==> config.mk <==
export PLATFORM = sky130hd
export DESIGN_NAME = load_store_unit_flat
export DESIGN_NICKNAME = d
export VERILOG_FILES = /design/src/rtl/lsu_pkg.sv /design/src/rtl/load_store_unit_if.sv /design/src/rtl/lsu_lane_align.sv /design/src/rtl/load_store_unit.sv /design/src/flat_wrapper.sv
export SDC_FILE = /design/constraint.sdc
export NUM_CORES = 1
export LEC_CHECK = 0
export ABC_AREA = 1
export CAP_MARGIN = 5
export CORE_MARGIN = 10
export CORE_UTILIZATION = 55
export DETAILED_ROUTE_END_ITERATION = 16
export PLACE_DENSITY = 0.95
export SKIP_CTS_REPAIR_TIMING = 1
export SLEW_MARGIN = 20
export SYNTH_ARGS = -nofsm -noshare
export SYNTH_HDL_FRONTEND = slang
export SYNTH_HIERARCHICAL = 1
export SYNTH_SLANG_ARGS = --single-unit
==> constraint.sdc <==
create_clock -name clock -period 3.2 [get_ports clock]
set_input_delay 0.64 -clock clock [delete_from_list [all_inputs] [get_ports clock]]
set_output_delay 0.64 -clock clock [all_outputs]
set_load 0.005 [all_outputs]
==> src/rtl/lsu_pkg.sv <==
// Shared types and helpers for the load/store unit: access-size encodings,
// FSM state enum and the alignment helpers used at request capture.
package lsu_pkg;

  typedef enum logic [1:0] {
    SZ_BYTE = 2'b00,
    SZ_HALF = 2'b01,
    SZ_WORD = 2'b10,
    SZ_RSVD = 2'b11
  } lsuSize_t;

  typedef enum logic [2:0] {
    ST_IDLE,
    ST_READ,
    ST_WAIT,
    ST_WRITE,
    ST_RESP
  } lsuState_t;

  // Reserved size behaves exactly like a word access.
  function automatic logic isWordSize(lsuSize_t size);
    return (size == SZ_WORD) || (size == SZ_RSVD);
  endfunction

  // Offset bits that the access size cannot use are forced to alignment.
  function automatic logic [1:0] alignOffset(lsuSize_t size, logic [1:0] offset);
    case (size)
      SZ_BYTE: return offset;
      SZ_HALF: return {offset[1], 1'b0};
      default: return 2'b00;
    endcase
  endfunction

  function automatic logic isMisaligned(lsuSize_t size, logic [1:0] offset);
    case (size)
      SZ_BYTE: return 1'b0;
      SZ_HALF: return offset[0];
      default: return offset != 2'b00;
    endcase
  endfunction

endpackage

==> src/rtl/load_store_unit_if.sv <==
// Request/response handshake between the execute stage (master) and the
// load/store unit (slave).
interface load_store_unit_if #(
  parameter int ADDR_W = 9
);
  logic              req_valid;
  logic              req_ready;
  logic              req_write;
  logic [1:0]        req_size;
  logic              req_unsigned;
  logic [ADDR_W-1:0] req_addr;
  logic [31:0]       req_wdata;
  logic              resp_valid;
  logic [31:0]       resp_rdata;
  logic              resp_err;

  modport master (
    output req_valid, req_write, req_size, req_unsigned, req_addr, req_wdata,
    input  req_ready, resp_valid, resp_rdata, resp_err
  );

  modport slave (
    input  req_valid, req_write, req_size, req_unsigned, req_addr, req_wdata,
    output req_ready, resp_valid, resp_rdata, resp_err
  );
endinterface

==> src/rtl/lsu_lane_align.sv <==
// Combinational byte-lane logic: extracts and extends load data from a
// memory word, and merges sub-word store data into a memory word.
module lsu_lane_align
  import lsu_pkg::*;
(
  input  lsuSize_t    size,
  input  logic [1:0]  offset,
  input  logic        isUnsigned,
  input  logic [31:0] memWord,
  input  logic [31:0] storeData,
  output logic [31:0] loadData,
  output logic [31:0] mergedWord
);

  logic [7:0]  laneByte;
  logic [15:0] laneHalf;

  // Select the addressed lane for loads and overwrite it for stores.
  always_comb begin
    // NOTE: every output gets a default first so no path leaves one unassigned (that would infer a latch).
    laneByte   = memWord[{offset, 3'b000} +: 8];
    laneHalf   = offset[1] ? memWord[31:16] : memWord[15:0];
    loadData   = memWord;
    mergedWord = storeData;
    case (size)
      SZ_BYTE: begin
        loadData   = isUnsigned ? {24'h0, laneByte} : {{24{laneByte[7]}}, laneByte};
        mergedWord = memWord;
        mergedWord[{offset, 3'b000} +: 8] = storeData[7:0];
      end
      SZ_HALF: begin
        loadData   = isUnsigned ? {16'h0, laneHalf} : {{16{laneHalf[15]}}, laneHalf};
        mergedWord = offset[1] ? {storeData[15:0], memWord[15:0]}
                               : {memWord[31:16], storeData[15:0]};
      end
      default: ;
    endcase
  end

endmodule

==> src/rtl/load_store_unit.sv <==
// Load/store unit: accepts byte-addressed requests and drives the word-only
// data_memory port, doing read-modify-write for sub-word stores.
// Optional build macro LSU_ALIGN_CHECK_EN: when defined, misaligned requests
// complete immediately with resp_err=1 instead of being forced to alignment.
module load_store_unit
  import lsu_pkg::*;
#(
  parameter int ADDR_W = 9
) (
  input  logic              clock,
  input  logic              reset_n,
  load_store_unit_if.slave  lsu,
  output logic [ADDR_W-3:0] mem_address,
  output logic              mem_read,
  output logic              mem_write,
  output logic [31:0]       mem_wdata,
  input  logic [31:0]       mem_rdata
);

`ifdef LSU_ALIGN_CHECK_EN
  localparam bit alignCheckEn = 1'b1;
`else
  localparam bit alignCheckEn = 1'b0;
`endif

  lsuState_t   state;
  lsuSize_t    capSize;
  logic [1:0]  capOffset;
  logic        capWrite;
  logic        capUnsigned;
  logic [31:0] capWdata;
  lsuSize_t    reqSize;
  logic [31:0] loadData;
  logic [31:0] mergedWord;

  assign reqSize = lsuSize_t'(lsu.req_size);

  lsu_lane_align u_laneAlign (
    .size      (capSize),
    .offset    (capOffset),
    .isUnsigned(capUnsigned),
    .memWord   (mem_rdata),
    .storeData (capWdata),
    .loadData  (loadData),
    .mergedWord(mergedWord)
  );

  // Request FSM with all outputs registered; reset abandons any transaction.
  always_ff @(posedge clock or negedge reset_n) begin
    if (!reset_n) begin
      state          <= ST_IDLE;
      lsu.req_ready  <= 1'b1;
      lsu.resp_valid <= 1'b0;
      lsu.resp_rdata <= '0;
      lsu.resp_err   <= 1'b0;
      mem_address    <= '0;
      mem_read       <= 1'b0;
      mem_write      <= 1'b0;
      mem_wdata      <= '0;
      capSize        <= SZ_BYTE;
      capOffset      <= '0;
      capWrite       <= 1'b0;
      capUnsigned    <= 1'b0;
      capWdata       <= '0;
    end else begin
      // NOTE: non-blocking assignments so every register sees pre-edge values of the others.
      case (state)
        ST_IDLE: begin
          if (lsu.req_valid) begin
            lsu.req_ready <= 1'b0;
            capSize       <= reqSize;
            capOffset     <= alignOffset(reqSize, lsu.req_addr[1:0]);
            capWrite      <= lsu.req_write;
            capUnsigned   <= lsu.req_unsigned;
            capWdata      <= lsu.req_wdata;
            mem_address   <= lsu.req_addr[ADDR_W-1:2];
            if (alignCheckEn && isMisaligned(reqSize, lsu.req_addr[1:0])) begin
              state          <= ST_RESP;
              lsu.resp_valid <= 1'b1;
              lsu.resp_err   <= 1'b1;
              lsu.resp_rdata <= '0;
            end else if (lsu.req_write && isWordSize(reqSize)) begin
              state     <= ST_WRITE;
              mem_write <= 1'b1;
              mem_wdata <= lsu.req_wdata;
            end else begin
              state    <= ST_READ;
              mem_read <= 1'b1;
            end
          end
        end
        ST_READ: begin
          mem_read <= 1'b0;
          state    <= ST_WAIT;
        end
        ST_WAIT: begin
          if (capWrite) begin
            state     <= ST_WRITE;
            mem_write <= 1'b1;
            mem_wdata <= mergedWord;
          end else begin
            state          <= ST_RESP;
            lsu.resp_valid <= 1'b1;
            lsu.resp_rdata <= loadData;
            lsu.resp_err   <= 1'b0;
          end
        end
        ST_WRITE: begin
          mem_write      <= 1'b0;
          mem_wdata      <= '0;
          state          <= ST_RESP;
          lsu.resp_valid <= 1'b1;
          lsu.resp_rdata <= '0;
          lsu.resp_err   <= 1'b0;
        end
        ST_RESP: begin
          lsu.resp_valid <= 1'b0;
          lsu.resp_rdata <= '0;
          lsu.resp_err   <= 1'b0;
          lsu.req_ready  <= 1'b1;
          state          <= ST_IDLE;
        end
        default: begin
          state         <= ST_IDLE;
          lsu.req_ready <= 1'b1;
        end
      endcase
    end
  end

endmodule

==> src/flat_wrapper.sv <==
// flat-port wrapper written by rule: the top's interface ports become plain ports
module load_store_unit_flat import lsu_pkg::*;
#(
  parameter int ADDR_W = 9
)
  (clock, reset_n, mem_address, mem_read, mem_write, mem_wdata, mem_rdata, lsu_req_valid, lsu_req_write, lsu_req_size, lsu_req_unsigned, lsu_req_addr, lsu_req_wdata, lsu_req_ready, lsu_resp_valid, lsu_resp_rdata, lsu_resp_err);
  load_store_unit_if #(.ADDR_W(ADDR_W)) lsu_i ();
  input  logic clock;
  input  logic reset_n;
  output logic [ADDR_W-3:0] mem_address;
  output logic mem_read;
  output logic mem_write;
  output logic [31:0] mem_wdata;
  input  logic [31:0] mem_rdata;
  input wire logic [$bits(lsu_i.req_valid)-1:0] lsu_req_valid;
  input wire logic [$bits(lsu_i.req_write)-1:0] lsu_req_write;
  input wire logic [$bits(lsu_i.req_size)-1:0] lsu_req_size;
  input wire logic [$bits(lsu_i.req_unsigned)-1:0] lsu_req_unsigned;
  input wire logic [$bits(lsu_i.req_addr)-1:0] lsu_req_addr;
  input wire logic [$bits(lsu_i.req_wdata)-1:0] lsu_req_wdata;
  output wire logic [$bits(lsu_i.req_ready)-1:0] lsu_req_ready;
  output wire logic [$bits(lsu_i.resp_valid)-1:0] lsu_resp_valid;
  output wire logic [$bits(lsu_i.resp_rdata)-1:0] lsu_resp_rdata;
  output wire logic [$bits(lsu_i.resp_err)-1:0] lsu_resp_err;
  assign lsu_i.req_valid = lsu_req_valid;
  assign lsu_i.req_write = lsu_req_write;
  assign lsu_i.req_size = lsu_req_size;
  assign lsu_i.req_unsigned = lsu_req_unsigned;
  assign lsu_i.req_addr = lsu_req_addr;
  assign lsu_i.req_wdata = lsu_req_wdata;
  assign lsu_req_ready = lsu_i.req_ready;
  assign lsu_resp_valid = lsu_i.resp_valid;
  assign lsu_resp_rdata = lsu_i.resp_rdata;
  assign lsu_resp_err = lsu_i.resp_err;
  load_store_unit #(.ADDR_W(ADDR_W)) u_core (.clock(clock), .reset_n(reset_n), .lsu(lsu_i), .mem_address(mem_address), .mem_read(mem_read), .mem_write(mem_write), .mem_wdata(mem_wdata), .mem_rdata(mem_rdata));
endmodule
==> Word level (Yosys, flattened, before mapping) <==
Index checks and enable logic that the tools add are counted.
{ "totals": {"regBits": 117, "latchBits": 0, "ram_bits": 0, "rom_bits": 0, "in_bits": 80, "out_inout_bits": 76, "wordCells": 80, "memories": 0} }
{ "op_classes": {"addsub": 1, "n_mul": 0, "div": 0, "order_cmp": 0, "eq_ne": 13, "shift": 3, "n_mux": 31, "bitwise_logic": 1, "reduce_logical": 17} }
{ "op_table": {"columns": ["op", "n"], "rows": [
  ["two-way mux 32 bit", 7],
  ["case mux 32 bit (2 select lines)", 3],
  ["case mux 32 bit (3 select lines)", 1],
  ["bitwise mux 32 bit", 1],
  ["variable shift 8 x 7 -> 32 bit, first input constant", 1],
  ["variable part select 32 x 6 -> 8 bit", 1],
  ["variable part select 8 x 7 -> 32 bit", 1],
  ["two-way mux 16 bit", 1],
  ["case mux 3 bit (4 select lines)", 1],
  ["two-way mux 1 bit", 8],
  ["AND reduction 2 bit", 4],
  ["negation 5 -> 7 bit", 1],
  ["equality test 3 x 2 -> 1 bit, second input constant", 2],
  ["two-way mux 3 bit", 2],
  ["inequality test 2 bit, second input constant", 3],
  ["case mux 1 bit (2 select lines)", 3],
  ["case mux 1 bit (3 select lines)", 2],
  ["nonzero test 3 bit", 2],
  ["equality test 2 x 1 -> 1 bit, second input constant", 2],
  ["equality test 2 bit, second input constant", 2],
  ["logical NOT 2 bit", 2],
  ["inequality test 2 x 1 -> 1 bit, second input constant", 2],
  ["case mux 2 bit (2 select lines)", 1],
  ["AND reduction 4 bit", 1],
  ["11 further kinds", 12]
]} }

==> Longest topological paths before layout <==
{ "logic_depth": {"depth_word": 6, "depth_mapped": 14} }

==> Hierarchy <==
Netlist, hierarchy kept.
{ "by_module_without_submodules": {"columns": ["mod", "n_inst", "cells_per_inst", "area_per_inst_um2"], "rows": [
  ["load_store_unit", 1, 617, 4994.8],
  ["lsu_lane_align", 1, 474, 2273.4]
]} }

==> Worst setup path before layout <==
Ideal clock, no wire load.
{ "synth_timing": {"path_kind": "flip-flop to flip-flop", "startpoint": "register u_core.capOffset[1]", "endpoint": "register u_core.mem_wdata[0]", "arrival_time_ns": 1.799, "required_time_ns": 3.135, "path_slack_ns": 1.335, "stages_incl_launch_ff": 14, "n_path_buf": 3, "period_less_slack_ns": 1.865, "cell_sequence": "dfrtp_1 inv_2 buf_2 ha_1 buf_2 clkbuf_1 nand4_1 o21ai_0 nand2_1 nand2_1 nand2_1 nand2_1 nand3_1 nand2_1"} }
{ "synth_between": {"elab_chain_len": 6} }
{ "synth_lines": {"columns": ["item", "line", "text"], "rows": [
  ["from (decl)", "load_store_unit.sv:28", "logic [1:0] capOffset;"],
  ["from (signal assigned)", "load_store_unit.sv:72", "capOffset <= alignOffset(reqSize, lsu.req_addr[1:0]);"],
  ["negation 5 -> 7 bit", "lsu_lane_align.sv:29", "mergedWord[{offset, 3'b000} +: 8] = storeData[7:0];"],
  ["variable part select 8 x 7 -> 32 bit or variable shift 8 x 7 -> 32 bit (tied branches)", "lsu_lane_align.sv:29", null],
  ["bitwise mux 32 bit", "lsu_lane_align.sv:29", null],
  ["case mux 32 bit (2 select lines) (*)", "lsu_lane_align.sv:25", "case (size)"],
  ["net u_core.mergedWord[0]", "load_store_unit.sv:34", "logic [31:0] mergedWord;"],
  ["two-way mux 32 bit (*)", "load_store_unit.sv:97", "if (capWrite) begin"],
  ["case mux 32 bit (3 select lines) (*)", "load_store_unit.sv:67", "case (state)"],
  ["to (signal assigned)", "load_store_unit.sv:85", "mem_wdata <= lsu.req_wdata;"],
  ["to (signal assigned)", "load_store_unit.sv:100", "mem_wdata <= mergedWord;"],
  ["to (decl)", "load_store_unit.sv:16", "output logic [31:0] mem_wdata,"]
]} }
The timed path passes the listed nets; every way through them passes the cells marked *. The select of a mux whose other input is x is not followed.
A chain may end at the register's enable or synchronous reset.

==> Worst setup path after layout <==
{ "layout_timing": {"startpoint": "register u_core.capOffset[1]", "endpoint": "register u_core.mem_wdata[8]"} }
The elaborated chain is that of the path after synthesis.

==> results_dict.tcl <==
set metrics [dict create \
    worst_pin_slew_ns 0.7720 \
    antenna_found_initial 0 \
    maxCapViolCount 0 \
    worstReg2RegStart "u_core/capOffset[1]" \
    core_sq_um 12770 \
    synth_area_leader_cell "dfrtp_1" \
    avgRoutedWirePerCell_microns 18.39 \
    final_util 0.7321 \
    slew_viol_final 0 \
    cp_max_fo 20 \
    cts-root-buf "clkbuf_16" \
    relSlewSlack 0.4835 \
    hold_path_class "in2async" \
    place_inst 1368 \
    ys_seq_area_frac 0.3996 \
    syn_avg_cell_area_sq_um 6.662 \
    grt_max_degree 66 \
    rsz0062_at_grt "no" \
    htreeDepth 4 \
    fmax_ghz 0.3718 \
    grt_pass1_wl_mm 40.90 \
    fillers 1010 \
    power_density_nw_per_um2 1009 \
    path_clk_slew_ns 0.06 \
    clkLatencyLatePin_ns 0.42 \
    critical_path_required_ns 3.56 \
    finalHoldViolCount 0 \
    dieWidth_microns 135.0 \
    layout-drive-gt1-share 0.07190 \
    setup_viol_count_final 0 \
    period_share 0.8405 \
    nNetsFinal 1300 \
    portBuffers 154 \
    synth_warnings 6 \
    tritoncts "done" \
    grt_use_total 0.2819 \
    crit_path_start_kind "flop" \
    drc 0 \
    via_per_inst 5.625 \
    synth_cell_types 31 \
    clockBufferDepth 2 \
    cpMaxStageDelayCell "dfrtp_1" \
    fin_crit_ns 2.689 \
    antenna_left 0 \
    syn_nets 1176 \
    worstSetupEndpointType "flop" \
    critPathKind "reg2reg" \
    ys_ff_latch 116 \
    leakagePower_nw 5.020 \
    drt-initial-drc-count 1179 \
    worstSetupStartpoint "u_core/capOffset[1]" \
    die_h_microns 135.0 \
    grt_pass1_vias 7624 \
    yosysTopAreaCellShare 0.3959 \
    gp_congestion 0.9798 \
    worst_path_most_repeated_cell "nand2_1" \
    drt_pre_antenna_iters 6 \
    synthCells 1091 \
    fin_skew_ns 0.007042 \
    peakVddDrop_v 0.0008968 \
    gr-total-overflow 0 \
    multi_input_area_sq_um 3721 \
    num_rows 41 \
    timing.setup.tns_ns 0 \
    arrival_ns 3.05 \
    fin_cells 1396 \
    regArea_sq_um 2904 \
    crit_chain "inv_2 -> ha_1 -> nor2_4 -> nand2_1 -> o21ai_0 -> nand2_1 -> nand2_1 -> nand2_1 -> nand2_1 -> nand3_1 -> nand2_1" \
    routed_wl_mm 25.68 \
    dieArea_sq_um 18210 \
    status "finished clean" \
    num_vias 7852 \
    diodes 0 \
    dp_hpwl_mm 18.00 \
    synth_area_sq_um 7268 \
    slowest_delay_ns 0.64 \
    start_util 0.5690 \
    io_pins 156 \
    syn2layout_area_growth_pct 28.66 \
    cts_sinks 116 \
    numCtsBuffers 17 \
    synth.area.top_cells "dfrtp_1 (40%), nand2_1 (29%), nand3_1 (6.0%), inv_1 (3.8%), o21ai_0 (3.8%)" \
]
## final timing paths
| kind | slack [ns] | cells after the start | end |
|---|---|---|---|
| worst max-delay path | 0.51 | 11 | u_core/mem_wdata[8] |
| worst min-delay path | 0.25 | 1 | u_core/lsu.resp_rdata[26] |
| worst max register to register | 0.51 | 11 | u_core/mem_wdata[8] |
| worst min register to register | 0.47 | 2 | u_core/mem_wdata[18] |
| max in group asynchronous | 2.12 | 2 | u_core/lsu.req_ready |
| min in group clock | 0.47 | 2 | u_core/mem_wdata[18] |
## critical path: cells and delay by family, from the launching register on
family | cells | cell delay (ns)
AND/OR/NAND/NOR | 8 | 1.01
flip-flops | 1 | 0.64
adder cells (fa/ha/maj) | 1 | 0.47
buffers and inverters | 1 | 0.26
AO/OA/AOI/OAI | 1 | 0.24
## metrics by stage
step | total power, mW | setup slack (ns) | hold WS [ns] | cell area (sq um)
after floorplan | 5.606 | 1.335 | 0.3444 | 7268
after global placement | 7.312 | 0.6959 | 0.4553 | 8793
after detailed placement | 7.478 | 0.6070 | 0.4572 | 8793
after CTS | 9.369 | 0.5989 | 0.2824 | 9349
after global routing | 10.13 | 0.2448 | 0.2960 | 9351
final | 9.439 | 0.5105 | 0.2525 | 9351
## layer usage
layer,vias to the layer above,global-route usage,wire (microns),share of wire
met2,472,0.4583,12180,0.47
met3,74,0.09162,2793,0.11
met4,0,0.1077,879,0.034
met5,-,0,0,0
li1,3629,-,-,-
met1,3677,0.3399,9821,0.38
## flip-flops by register name, indices dropped and copies added (netlist names), 2 cells and up
name                   count
u_core/mem_address         7
u_core/lsu.resp_rdata     32
u_core/capSize             2
u_core/capOffset           2
u_core/state               3
u_core/mem_wdata          32
u_core/capWdata           32
## cells in the mapped netlist
| master | instances |
|---|---|
| inv_8 | 1 |
| nor2_8 | 2 |
| a21boi_0 | 1 |
| o21ai_0 | 55 |
| nor2_1 | 42 |
| dfstp_2 | 1 |
| buf_2 | 35 |
| buf_6 | 5 |
| nand3b_1 | 1 |
| clkbuf_1 | 12 |
| o21ai_1 | 2 |
| nor2_4 | 4 |
| a22oi_1 | 1 |
| clkinv_2 | 1 |
| nand3_1 | 87 |
| nand3_4 | 2 |
| nand2_1 | 569 |
| o211ai_1 | 8 |
| conb_1 | 1 |
| nand4_1 | 8 |
| dfrtp_1 | 115 |
| nand2_2 | 8 |
| nand3_2 | 22 |
| clkbuf_4 | 1 |
| a21oi_1 | 4 |
| ha_1 | 5 |
| nand2_4 | 4 |
| buf_4 | 6 |
| inv_2 | 6 |
| inv_1 | 74 |
| o22ai_1 | 8 |
## placed cells by master (no fill, tap or decap), types with 3 or more instances in the layout
cell	count
inv_2	6
nand2_1	568
nor2_1	42
nor2_4	4
nand3_2	22
inv_1	74
nand3_1	87
nand2_4	4
clkbuf_8	3
nand4_1	8
ha_1	5
o211ai_1	8
o21ai_0	55
clkinv_2	3
dfrtp_1	115
a21oi_1	4
clkbuf_16	17
buf_4	9
clkbuf_1	3
o22ai_1	8
clkdlybuf4s50_1	153
nand2_2	9
## report_power, final
part	switching (mW)	internal, mW	leakage (nW)
combinational	2.93	1.93	3.27
sequential	0.568	2.18	1.48
clock	0.651	1.18	0.271
total	4.15	5.29	5.02
## kinds of logic after synthesis
logic type | synth area share
and+or+nand+nor | 0.4433
other | 0.0005159
adders and majority gates | 0.008607
DFF | 0.3996
buffers and inverters | 0.08883
AOI/OAI and AO/OA | 0.05922
## area by class of cell
type,count,area share
clock buffer,23,0.05111
inverter,82,0.03385
clock inverter,5,0.008295
multi-input combinational,834,0.3979
tap,172,0.02301
sequential,116,0.3105
timing repair buffer,164,0.1753
Power figures use the tool's default switching activity.
